### config.mk
export PLATFORM = sky130hd
export DESIGN_NAME = pipe_prefix_adder_flat
export DESIGN_NICKNAME = d
export VERILOG_FILES = /design/src/rtl/pipe_prefix_adder_if.sv /design/src/rtl/pipe_prefix_adder.sv /design/src/flat_wrapper.sv
export SDC_FILE = /design/constraint.sdc
export NUM_CORES = 1
export LEC_CHECK = 0
export ABC_CLOCK_PERIOD_IN_PS = 1900
export BUFFER_PORTS_ARGS = -buffer_cell sky130_fd_sc_hd__buf_2
export CAP_MARGIN = 20
export CELL_PAD_IN_SITES_DETAIL_PLACEMENT = 1
export CELL_PAD_IN_SITES_GLOBAL_PLACEMENT = 2
export CORE_MARGIN = 1
export CORE_UTILIZATION = 45
export DETAILED_ROUTE_END_ITERATION = 16
export GPL_ROUTABILITY_DRIVEN = 0
export HOLD_SLACK_MARGIN = 0.12
export PLACE_DENSITY_LB_ADDON = 0.05
export RECOVER_POWER = 50
export SLEW_MARGIN = 5
export SYNTH_ARGS = -nofsm -noshare
export SYNTH_HDL_FRONTEND = slang
export SYNTH_SLANG_ARGS = --single-unit
export TNS_END_PERCENT = 30
### constraint.sdc
create_clock -name clk -period 1.9 [get_ports clk]
set_input_delay 0.285 -clock clk [delete_from_list [all_inputs] [get_ports clk]]
set_output_delay 0.285 -clock clk [all_outputs]
set_load 0.005 [all_outputs]
### src/rtl/pipe_prefix_adder_if.sv
// Operand/result bus for pipe_prefix_adder: upstream valid/ready with the
// operands, downstream valid/ready with the result and flags.
interface pipe_prefix_adder_if #(
    parameter int WIDTH = 16
);
    logic             in_valid;
    logic             in_ready;
    logic [WIDTH-1:0] a;
    logic [WIDTH-1:0] b;
    logic             cin;
    logic             sub;
    logic             out_valid;
    logic             out_ready;
    logic [WIDTH-1:0] sum;
    logic             cout;
    logic             ovf;

    // Producer of operands / consumer of results.
    modport master (
        output in_valid, a, b, cin, sub, out_ready,
        input  in_ready, out_valid, sum, cout, ovf
    );

    // The adder itself.
    modport slave (
        input  in_valid, a, b, cin, sub, out_ready,
        output in_ready, out_valid, sum, cout, ovf
    );
endinterface

### src/rtl/pipe_prefix_adder.sv
// Pipelined Kogge-Stone adder/subtractor built from KPG combine cells.
// Tree position 0 carries the effective carry-in (always K or G); position j
// (j >= 1) carries bit j-1, so after LEVELS levels position j holds the carry
// into bit j. The MSB's own generate travels alongside to form cout.
// One global advance enable freezes every stage while the result is stalled.
module pipe_prefix_adder #(
    parameter int WIDTH = 16,
    parameter bit PIPE  = 1'b1
) (
    input  logic               clk,
    input  logic               rst_n,
    pipe_prefix_adder_if.slave bus
);
    localparam int LEVELS = $clog2(WIDTH);

    logic             adv_s;
    logic             out_valid_q;
    logic [WIDTH-1:0] sum_q;
    logic             cout_q;
    logic             ovf_q;

    assign adv_s        = ~out_valid_q | bus.out_ready;
    assign bus.in_ready = adv_s;

    // ---------------- stage 0 ----------------
    logic [WIDTH-1:0] b_eff_s;
    logic             c0_s;
    logic [WIDTH-1:0] x0_d, g0_d, p0_d;
    logic             m0_d;
    logic [WIDTH-1:0] x0_q, g0_q, p0_q;
    logic             m0_q, v0_q;

    // Form b', the effective carry-in and the per-position KPG vectors.
    always_comb begin
        b_eff_s = bus.sub ? ~bus.b : bus.b;
        c0_s    = bus.sub | bus.cin;
        x0_d    = bus.a ^ b_eff_s;
        g0_d    = {bus.a[WIDTH-2:0] & b_eff_s[WIDTH-2:0], c0_s};
        p0_d    = {x0_d[WIDTH-2:0], 1'b0};
        m0_d    = bus.a[WIDTH-1] & b_eff_s[WIDTH-1];
    end

    // Input register: captures every beat slot (bubbles included) on advance.
    always_ff @(posedge clk or negedge rst_n) begin
        if (!rst_n) begin
            v0_q <= 1'b0;
            x0_q <= '0;
            g0_q <= '0;
            p0_q <= '0;
            m0_q <= 1'b0;
        end else if (adv_s) begin
            v0_q <= bus.in_valid;
            x0_q <= x0_d;
            g0_q <= g0_d;
            p0_q <= p0_d;
            m0_q <= m0_d;
        end
    end

    // ---------------- prefix levels ----------------
    for (genvar k = 1; k <= LEVELS; k++) begin : g_level
        localparam int DIST = 1 << (k - 1);

        logic [WIDTH-1:0] g_in_s, p_in_s, x_in_s;
        logic             v_in_s, m_in_s;
        logic [WIDTH-1:0] g_d;
        logic [WIDTH-1:0] g_out_s, x_out_s;
        logic             v_out_s, m_out_s;

        if (k == 1) begin : g_src_first
            assign g_in_s = g0_q;
            assign p_in_s = p0_q;
            assign x_in_s = x0_q;
            assign v_in_s = v0_q;
            assign m_in_s = m0_q;
        end else begin : g_src_prev
            assign g_in_s = g_level[k-1].g_out_s;
            assign p_in_s = g_level[k-1].g_prop.p_out_s;
            assign x_in_s = g_level[k-1].x_out_s;
            assign v_in_s = g_level[k-1].v_out_s;
            assign m_in_s = g_level[k-1].m_out_s;
        end

        // Generate half of the combine: a propagating upper position takes the
        // lower one's value. Positions below DIST are already resolved (never
        // P), so treating their lower operand as kill leaves them unchanged.
        always_comb begin
            g_d = g_in_s;
            for (int j = 0; j < WIDTH; j++) begin
                if (j >= DIST) begin
                    g_d[j] = p_in_s[j] ? g_in_s[j-DIST] : g_in_s[j];
                end else begin
                    g_d[j] = p_in_s[j] ? 1'b0 : g_in_s[j];
                end
            end
        end

        // Propagate half is only needed by the levels that follow.
        if (k < LEVELS) begin : g_prop
            logic [WIDTH-1:0] p_d, p_out_s;

            // Stays P only if both upper and lower are P; low positions pass.
            always_comb begin
                p_d = p_in_s;
                for (int j = DIST; j < WIDTH; j++) begin
                    p_d[j] = p_in_s[j] & p_in_s[j-DIST];
                end
            end

            if (PIPE) begin : g_preg
                logic [WIDTH-1:0] p_q;
                // Level propagate register, frozen with the rest of the pipe.
                always_ff @(posedge clk or negedge rst_n) begin
                    if (!rst_n) begin
                        p_q <= '0;
                    end else if (adv_s) begin
                        p_q <= p_d;
                    end
                end
                assign p_out_s = p_q;
            end else begin : g_pbyp
                assign p_out_s = p_d;
            end
        end

        if (PIPE) begin : g_reg
            logic [WIDTH-1:0] g_q, x_q;
            logic             v_q, m_q;
            // Level register carrying generate, sum XOR, MSB generate and valid.
            always_ff @(posedge clk or negedge rst_n) begin
                if (!rst_n) begin
                    v_q <= 1'b0;
                    g_q <= '0;
                    x_q <= '0;
                    m_q <= 1'b0;
                end else if (adv_s) begin
                    v_q <= v_in_s;
                    g_q <= g_d;
                    x_q <= x_in_s;
                    m_q <= m_in_s;
                end
            end
            assign g_out_s = g_q;
            assign x_out_s = x_q;
            assign v_out_s = v_q;
            assign m_out_s = m_q;
        end else begin : g_byp
            assign g_out_s = g_d;
            assign x_out_s = x_in_s;
            assign v_out_s = v_in_s;
            assign m_out_s = m_in_s;
        end
    end

    // ---------------- output stage ----------------
    logic [WIDTH-1:0] carry_s, xf_s, sum_d;
    logic             vf_s, mf_s, cout_d, ovf_d;

    assign carry_s = g_level[LEVELS].g_out_s;
    assign xf_s    = g_level[LEVELS].x_out_s;
    assign vf_s    = g_level[LEVELS].v_out_s;
    assign mf_s    = g_level[LEVELS].m_out_s;

    // Sum bits from resolved carries; cout folds the MSB's own KPG on top.
    always_comb begin
        sum_d  = xf_s ^ carry_s;
        cout_d = mf_s | (xf_s[WIDTH-1] & carry_s[WIDTH-1]);
        ovf_d  = carry_s[WIDTH-1] ^ cout_d;
    end

    // Result register; holds steady while downstream stalls.
    always_ff @(posedge clk or negedge rst_n) begin
        if (!rst_n) begin
            out_valid_q <= 1'b0;
            sum_q       <= '0;
            cout_q      <= 1'b0;
            ovf_q       <= 1'b0;
        end else if (adv_s) begin
            out_valid_q <= vf_s;
            sum_q       <= sum_d;
            cout_q      <= cout_d;
            ovf_q       <= ovf_d;
        end
    end

    assign bus.out_valid = out_valid_q;
    assign bus.sum       = sum_q;
    assign bus.cout      = cout_q;
    assign bus.ovf       = ovf_q;
endmodule

### src/flat_wrapper.sv
// flat-port wrapper written by rule: the top's interface ports become plain ports
module pipe_prefix_adder_flat 
#(
    parameter int WIDTH = 16,
    parameter bit PIPE  = 1'b1
)
  (clk, rst_n, bus_in_valid, bus_a, bus_b, bus_cin, bus_sub, bus_out_ready, bus_in_ready, bus_out_valid, bus_sum, bus_cout, bus_ovf);
  pipe_prefix_adder_if #(.WIDTH(WIDTH)) bus_i ();
  input  logic clk;
  input  logic rst_n;
  input wire logic [$bits(bus_i.in_valid)-1:0] bus_in_valid;
  input wire logic [$bits(bus_i.a)-1:0] bus_a;
  input wire logic [$bits(bus_i.b)-1:0] bus_b;
  input wire logic [$bits(bus_i.cin)-1:0] bus_cin;
  input wire logic [$bits(bus_i.sub)-1:0] bus_sub;
  input wire logic [$bits(bus_i.out_ready)-1:0] bus_out_ready;
  output wire logic [$bits(bus_i.in_ready)-1:0] bus_in_ready;
  output wire logic [$bits(bus_i.out_valid)-1:0] bus_out_valid;
  output wire logic [$bits(bus_i.sum)-1:0] bus_sum;
  output wire logic [$bits(bus_i.cout)-1:0] bus_cout;
  output wire logic [$bits(bus_i.ovf)-1:0] bus_ovf;
  assign bus_i.in_valid = bus_in_valid;
  assign bus_i.a = bus_a;
  assign bus_i.b = bus_b;
  assign bus_i.cin = bus_cin;
  assign bus_i.sub = bus_sub;
  assign bus_i.out_ready = bus_out_ready;
  assign bus_in_ready = bus_i.in_ready;
  assign bus_out_valid = bus_i.out_valid;
  assign bus_sum = bus_i.sum;
  assign bus_cout = bus_i.cout;
  assign bus_ovf = bus_i.ovf;
  pipe_prefix_adder #(.WIDTH(WIDTH), .PIPE(PIPE)) u_core (.clk(clk), .rst_n(rst_n), .bus(bus_i));
endmodule
**Word-level counts from Yosys, hierarchy flattened**

Cells that the tools add are included.

- Register bits: 238
- Input bits: 38
- Logic and storage cells: 123

- Bitwise operators: 45
- Multiplexer cells: 50

Operator list:

| cell | number |
|---|---|
| $mux 1 | 49 |
| $and 1x1->1 | 36 |
| $xor 16x16->16 | 2 |
| $mux 16 | 1 |
| $not 16->16 | 1 |
| $and 15x15->15 | 1 |
| $or 1x1->1 | 3 |
| $not 1->1 | 1 |
| $xor 1x1->1 | 1 |

**Longest topological paths before layout**

- Word-level depth: 3
- Mapped depth: 6
- Gate-level depth less buffers: 3

**Worst setup path before layout**

Ideal clock, no wire load.

- Path type: input to register
- From: input bus_sub
- To: register u_core.x0_q[5] (netlist: u_core.g_level[1].x_in_s[5])
- Path slack: 0.365 ns
- Arrival: 1.408 ns
- Cell stages on the path: 5
- Required time: 1.772 ns
- Setup time: 0.128 ns
- Cells stage by stage: buf_2 > buf_2 > xor2_1 > ha_1 > mux2_1

- Cells in the longest elaborated chain, start to end: 2

RTL lines:

| item | RTL line | source |
|---|---|---|
| start: declaration | flat_wrapper.sv:15 | `input wire logic [$bits(bus_i.sub)-1:0] bus_sub;` |
| $mux 16 | pipe_prefix_adder.sv:35 | `b_eff_s = bus.sub ? ~bus.b : bus.b;` |
| $xor 16x16->16 | pipe_prefix_adder.sv:37 | `x0_d = bus.a ^ b_eff_s;` |
| named net u_core.x0_d[5] | pipe_prefix_adder.sv:28 | `logic [WIDTH-1:0] x0_d, g0_d, p0_d;` |
| end signal: assignment | pipe_prefix_adder.sv:47 | `x0_q <= '0;` |
| end signal: assignment | pipe_prefix_adder.sv:53 | `x0_q <= x0_d;` |
| end: declaration | pipe_prefix_adder.sv:30 | `logic [WIDTH-1:0] x0_q, g0_q, p0_q;` |

The timed path passes the listed nets, and every way through them passes these cells.
A chain may end at the register's enable or synchronous reset.

**Final worst setup path**

- From: register u_core.out_valid_q (netlist: u_core.bus.out_valid)
- To: output bus_in_ready

- Cells in the longest elaborated chain, start to end: 2

RTL lines:

| item | RTL line | source |
|---|---|---|
| start: declaration | pipe_prefix_adder.sv:17 | `logic out_valid_q;` |
| start signal: assignment | pipe_prefix_adder.sv:179 | `out_valid_q <= vf_s;` |
| $not 1->1 | pipe_prefix_adder.sv:22 | `assign adv_s = ~out_valid_q \| bus.out_ready;` |
| $or 1x1->1 | pipe_prefix_adder.sv:22 |  |
| end: declaration | flat_wrapper.sv:17 | `output wire logic [$bits(bus_i.in_ready)-1:0] bus_in_ready;` |

No other way between the ends.

==> qor.txt <==
=================================================================================================
Outcome ............................................................................ finished, violations left
Failing checks ..................................................................... design-rule violations
Number of placed I/O pins ..........................................................           58
Maximum clock frequency ............................................................      574 MHz
Final hold violations ..............................................................            0
Dominant register cell in the synthesized netlist .................................. sky130_fd_sc_hd__dfrtp_1
Vias in the first global route .....................................................         5965
Min-Delay Path Class ............................................................... primary input to flip-flop
I/O Buffers ........................................................................           57
Clock latency reported for the late side of the worst-skew pair ....................       510 ps
Area Growth Syn to Fin .............................................................        14.5%
TritonCTS Buffers ..................................................................           25
Number of vias after detailed routing ..............................................         5298
Area of all placed cells without fillers ...........................................  11600 sq um
Most area-hungry cell type in the Yosys netlist .................................... sky130_fd_sc_hd__dfrtp_1
DIE WIDTH ..........................................................................       152 um
Total detailed-routing wirelength ..................................................     20100 um
Unrepaired setup endpoints after global routing ....................................           no
Series of cell instances along the critical path ................................... nor2b_4, inv_12, buf_2
Worst path slowest cell ............................................................ sky130_fd_sc_hd__dfrtp_1
Period minus WS final ..............................................................      1740 ps
Antenna-violating nets left ........................................................            0
Library cell with the highest instance count after synthesis ....................... sky130_fd_sc_hd__dfrtp_1
Maximum single-stage delay on the critical path ....................................       380 ps
Iteration-0 DRC count of the detailed router .......................................          178
Dpl hpwl ...........................................................................     13400 um
Data arrival time at the worst-slack endpoint ......................................      1460 ps
Transition time at the pin with the least slew margin ..............................       917 ps
Required arrival time at the worst endpoint ........................................      1620 ps
Worst rel slew slack ...............................................................        38.9%
Net Count, Synth ...................................................................          710
Post-Syn Instances .................................................................          655
Placed standard-cell area ..........................................................  10800 sq um
Buffer depth of the longest clock path .............................................            3
Post-layout nets ...................................................................          788
Largest fanout of any net on the critical path .....................................           39
GRT Util Overall ...................................................................        18.7%
ANT cells ..........................................................................            0
Crit path buf inv count ............................................................            2
Initial antenna violation count ....................................................            0
Number of enable flip-flop cells after synthesis ...................................            0
Number of standard-cell rows in the floorplan ......................................           54
Core footprint .....................................................................  22000 sq um
Clock sink count ...................................................................          223
Wire length per cell after detailed routing ........................................      19.5 um
Leakage Power ......................................................................      5.56 nW
Nature of the critical path endpoint ............................................... primary output
Register area share after synthesis ................................................        55.2%
Period utilisation layout ..........................................................        91.6%
Number of synthesized register bits ................................................          223
Setup-violating endpoint count in the final report .................................            0
Main area contributors after synthesis ............................................. sky130_fd_sc_hd__dfrtp_1 55%, sky130_fd_sc_hd__mux2_4 20%, sky130_fd_sc_hd__mux2_2 9.7%
CP delay by family, top ............................................................   flip-flops
Area of the die ....................................................................  23100 sq um
Synth top area share ...............................................................        55.2%
Final Slew Violations ..............................................................            0
First-pass DRT Iterations ..........................................................           10
Die H ..............................................................................       152 um
Global-route congestion overflow total .............................................            0
First-pass GRT wire length .........................................................     34600 um
Post-detailed-route DRC marker count ...............................................           13
Top post-synthesis cells by count .................................................. 223 x sky130_fd_sc_hd__dfrtp_1, 136 x sky130_fd_sc_hd__mux2_4, 87 x sky130_fd_sc_hd__mux2_2
Type of element launching the critical path ........................................    flip-flop
Maximum number of pins on one net before global-route repair .......................           70
Total number of yosys warnings .....................................................            0
Synthesized area divided by synthesized cell count .................................   15.4 sq um
Worst setup path class ............................................................. flip-flop to primary output
Clock-pin slew on the worst setup and hold paths ...................................        60 ps
Initial Utilization ................................................................        46.1%
Cell area after synthesis ..........................................................  10100 sq um
MaxCap Viol Count ..................................................................            0
TNS Setup ..........................................................................         0 ps
Largest vdd supply drop ............................................................     0.568 mV
Power density relative to cell area ................................................ 1660 nW/um^2
Total number of H-tree levels ......................................................            1
Number of distinct library cell variants in the gate-level netlist after synthesis .           23
Proportion of synthesized flip-flops having asynchronous set or reset ..............         100%
Post-Route Skew ....................................................................      12.9 ps
Vias per cell ......................................................................         5.14
Fraction of layout cells with a size suffix above 1 ................................        44.2%
CTS Root Cell ...................................................................... sky130_fd_sc_hd__clkbuf_16
Clock tree from TritonCTS ..........................................................          yes
=================================================================================================
-- metal layers --
layer | track usage (%) | routed length (um) | share of wire [%] | vias up
met1 | 27.7 | 9940 | 49 | 2719
met4 | 3.89 | 274 | 1.4 | 0
li1 | - | - | - | 2470
met3 | 2.54 | 647 | 3.2 | 24
met5 | 0 | 0 | 0 | -
met2 | 29.5 | 9220 | 46 | 85
-- placed cells by master (no fill, tap or decap), types with 4 or more instances in the layout --
| cell | synthesis | routed |
|---|---|---|
| sky130_fd_sc_hd__buf_12 | 0 | 5 |
| sky130_fd_sc_hd__buf_2 | 5 | 56 |
| sky130_fd_sc_hd__buf_4 | 1 | 9 |
| sky130_fd_sc_hd__clkbuf_1 | 10 | 6 |
| sky130_fd_sc_hd__clkbuf_16 | 0 | 25 |
| sky130_fd_sc_hd__clkbuf_2 | 0 | 4 |
| sky130_fd_sc_hd__clkbuf_8 | 0 | 8 |
| sky130_fd_sc_hd__clkinv_2 | 0 | 5 |
| sky130_fd_sc_hd__dfrtp_1 | 223 | 223 |
| sky130_fd_sc_hd__dlygate4sd3_1 | 0 | 9 |
| sky130_fd_sc_hd__ha_1 | 17 | 17 |
| sky130_fd_sc_hd__mux2_1 | 11 | 20 |
| sky130_fd_sc_hd__mux2_2 | 87 | 87 |
| sky130_fd_sc_hd__mux2_4 | 136 | 127 |
| sky130_fd_sc_hd__nand2_1 | 34 | 34 |
| sky130_fd_sc_hd__nand3b_1 | 36 | 36 |
| sky130_fd_sc_hd__o21ai_0 | 35 | 35 |
| sky130_fd_sc_hd__xor2_1 | 31 | 31 |
-- cell families (layout without fill, tap and decap cells) --
| family | count (synthesis) | in the layout | share of synthesized area [%] |
|---|---|---|---|
| mux | 234 | 234 | 31.1 |
| flops | 223 | 223 | 55.2 |
| simple gates | 76 | 76 | 4.25 |
| compound gates | 38 | 38 | 1.93 |
| buf+inv | 36 | 132 | 2.77 |
| xor+xnor | 31 | 31 | 2.68 |
| fa+ha+maj | 17 | 17 | 2.10 |
-- tightest hold or removal path, stage by stage --
cell and delay [ps]:
sky130_fd_sc_hd__buf_2 80, sky130_fd_sc_hd__ha_1 120, sky130_fd_sc_hd__mux2_4 130
-- through the flow --
stage               setup slack, ps  total power, mW  hold WS [ps]  std cells  util, %
finish                          159             19.2           139       1031     52.7
floorplan                       365             12.9         -10.6        655        -
detailed placement              325             14.7           259        976     49.0
CTS                            10.8             19.6           122       1032     53.2
global placement                362             14.4           255        976     49.0
global route                   88.5             20.4           139       1031     52.7
-- power breakdown --
group | total (mW) | leakage, nW | switching [mW] | internal (mW)
combinational | 5.90 | 2.40 | 2.02 | 3.88
sequential | 8.58 | 2.75 | 1.76 | 6.82
clock | 4.71 | 0.406 | 1.85 | 2.86
total | 19.2 | 5.56 | 5.63 | 13.6
-- registers in the layout, summed over array words and instances, names as in the netlist, 4 cells and up --
signal,count
u_core.g_level.g_out_s,48
u_core.g_level.g_reg.m_q,4
u_core.g_level.g_reg.v_q,4
u_core.bus.sum,16
u_core.g_level.g_prop.g_preg.p_q,34
u_core.g_level.g_reg.x_q,64
u_core.g_level.x_in_s,16
u_core.g0_q,16
u_core.carry_s,16
-- layout make-up --
| type | instances | area, sq um |
|---|---|---|
| Clock buffer | 39 | 758 |
| Clock inverter | 6 | 55.1 |
| Fill cell | 2107 | 10400 |
| Inverter | 1 | 16.3 |
| Multi-Input combinational cell | 396 | 4230 |
| Sequential cell | 223 | 5580 |
| Tap cell | 280 | 350 |
| Timing Repair Buffer | 85 | 581 |
| Timing Repair inverter | 1 | 8.76 |
-- worst paths after layout --
path	startpoint	to	slack, ps	cells past startpoint
max	u_core.bus.out_valid$_DFFE_PN0P_	bus_in_ready	160	3
min	bus_a[6]	u_core.g_level[1].x_in_s[6]$_DFFE_PN0P_	140	3
max reg2reg	u_core.bus.out_valid$_DFFE_PN0P_	u_core.g_level[3].g_out_s[1]$_DFFE_PN0P_	250	4
min reg2reg	u_core.g_level[4].g_reg.v_q$_DFFE_PN0P_	u_core.bus.out_valid$_DFFE_PN0P_	480	1
max in group asynchronous	rst_n	u_core.g_level[4].g_reg.x_q[15]$_DFFE_PN0P_	360	3
min in group asynchronous	rst_n	u_core.bus.sum[1]$_DFFE_PN0P_	290	2
-- timing repair --
action | CTS | global route
hold buffers | 9 | 0
endpoints found under the hold margin | 126 | 0
buffers inserted | 1 | 0
gates resized for setup | 1 | 0
cloned | 1 | 0
endpoints found under the setup margin | 1 | 1
(Power assumes the default switching activity.)
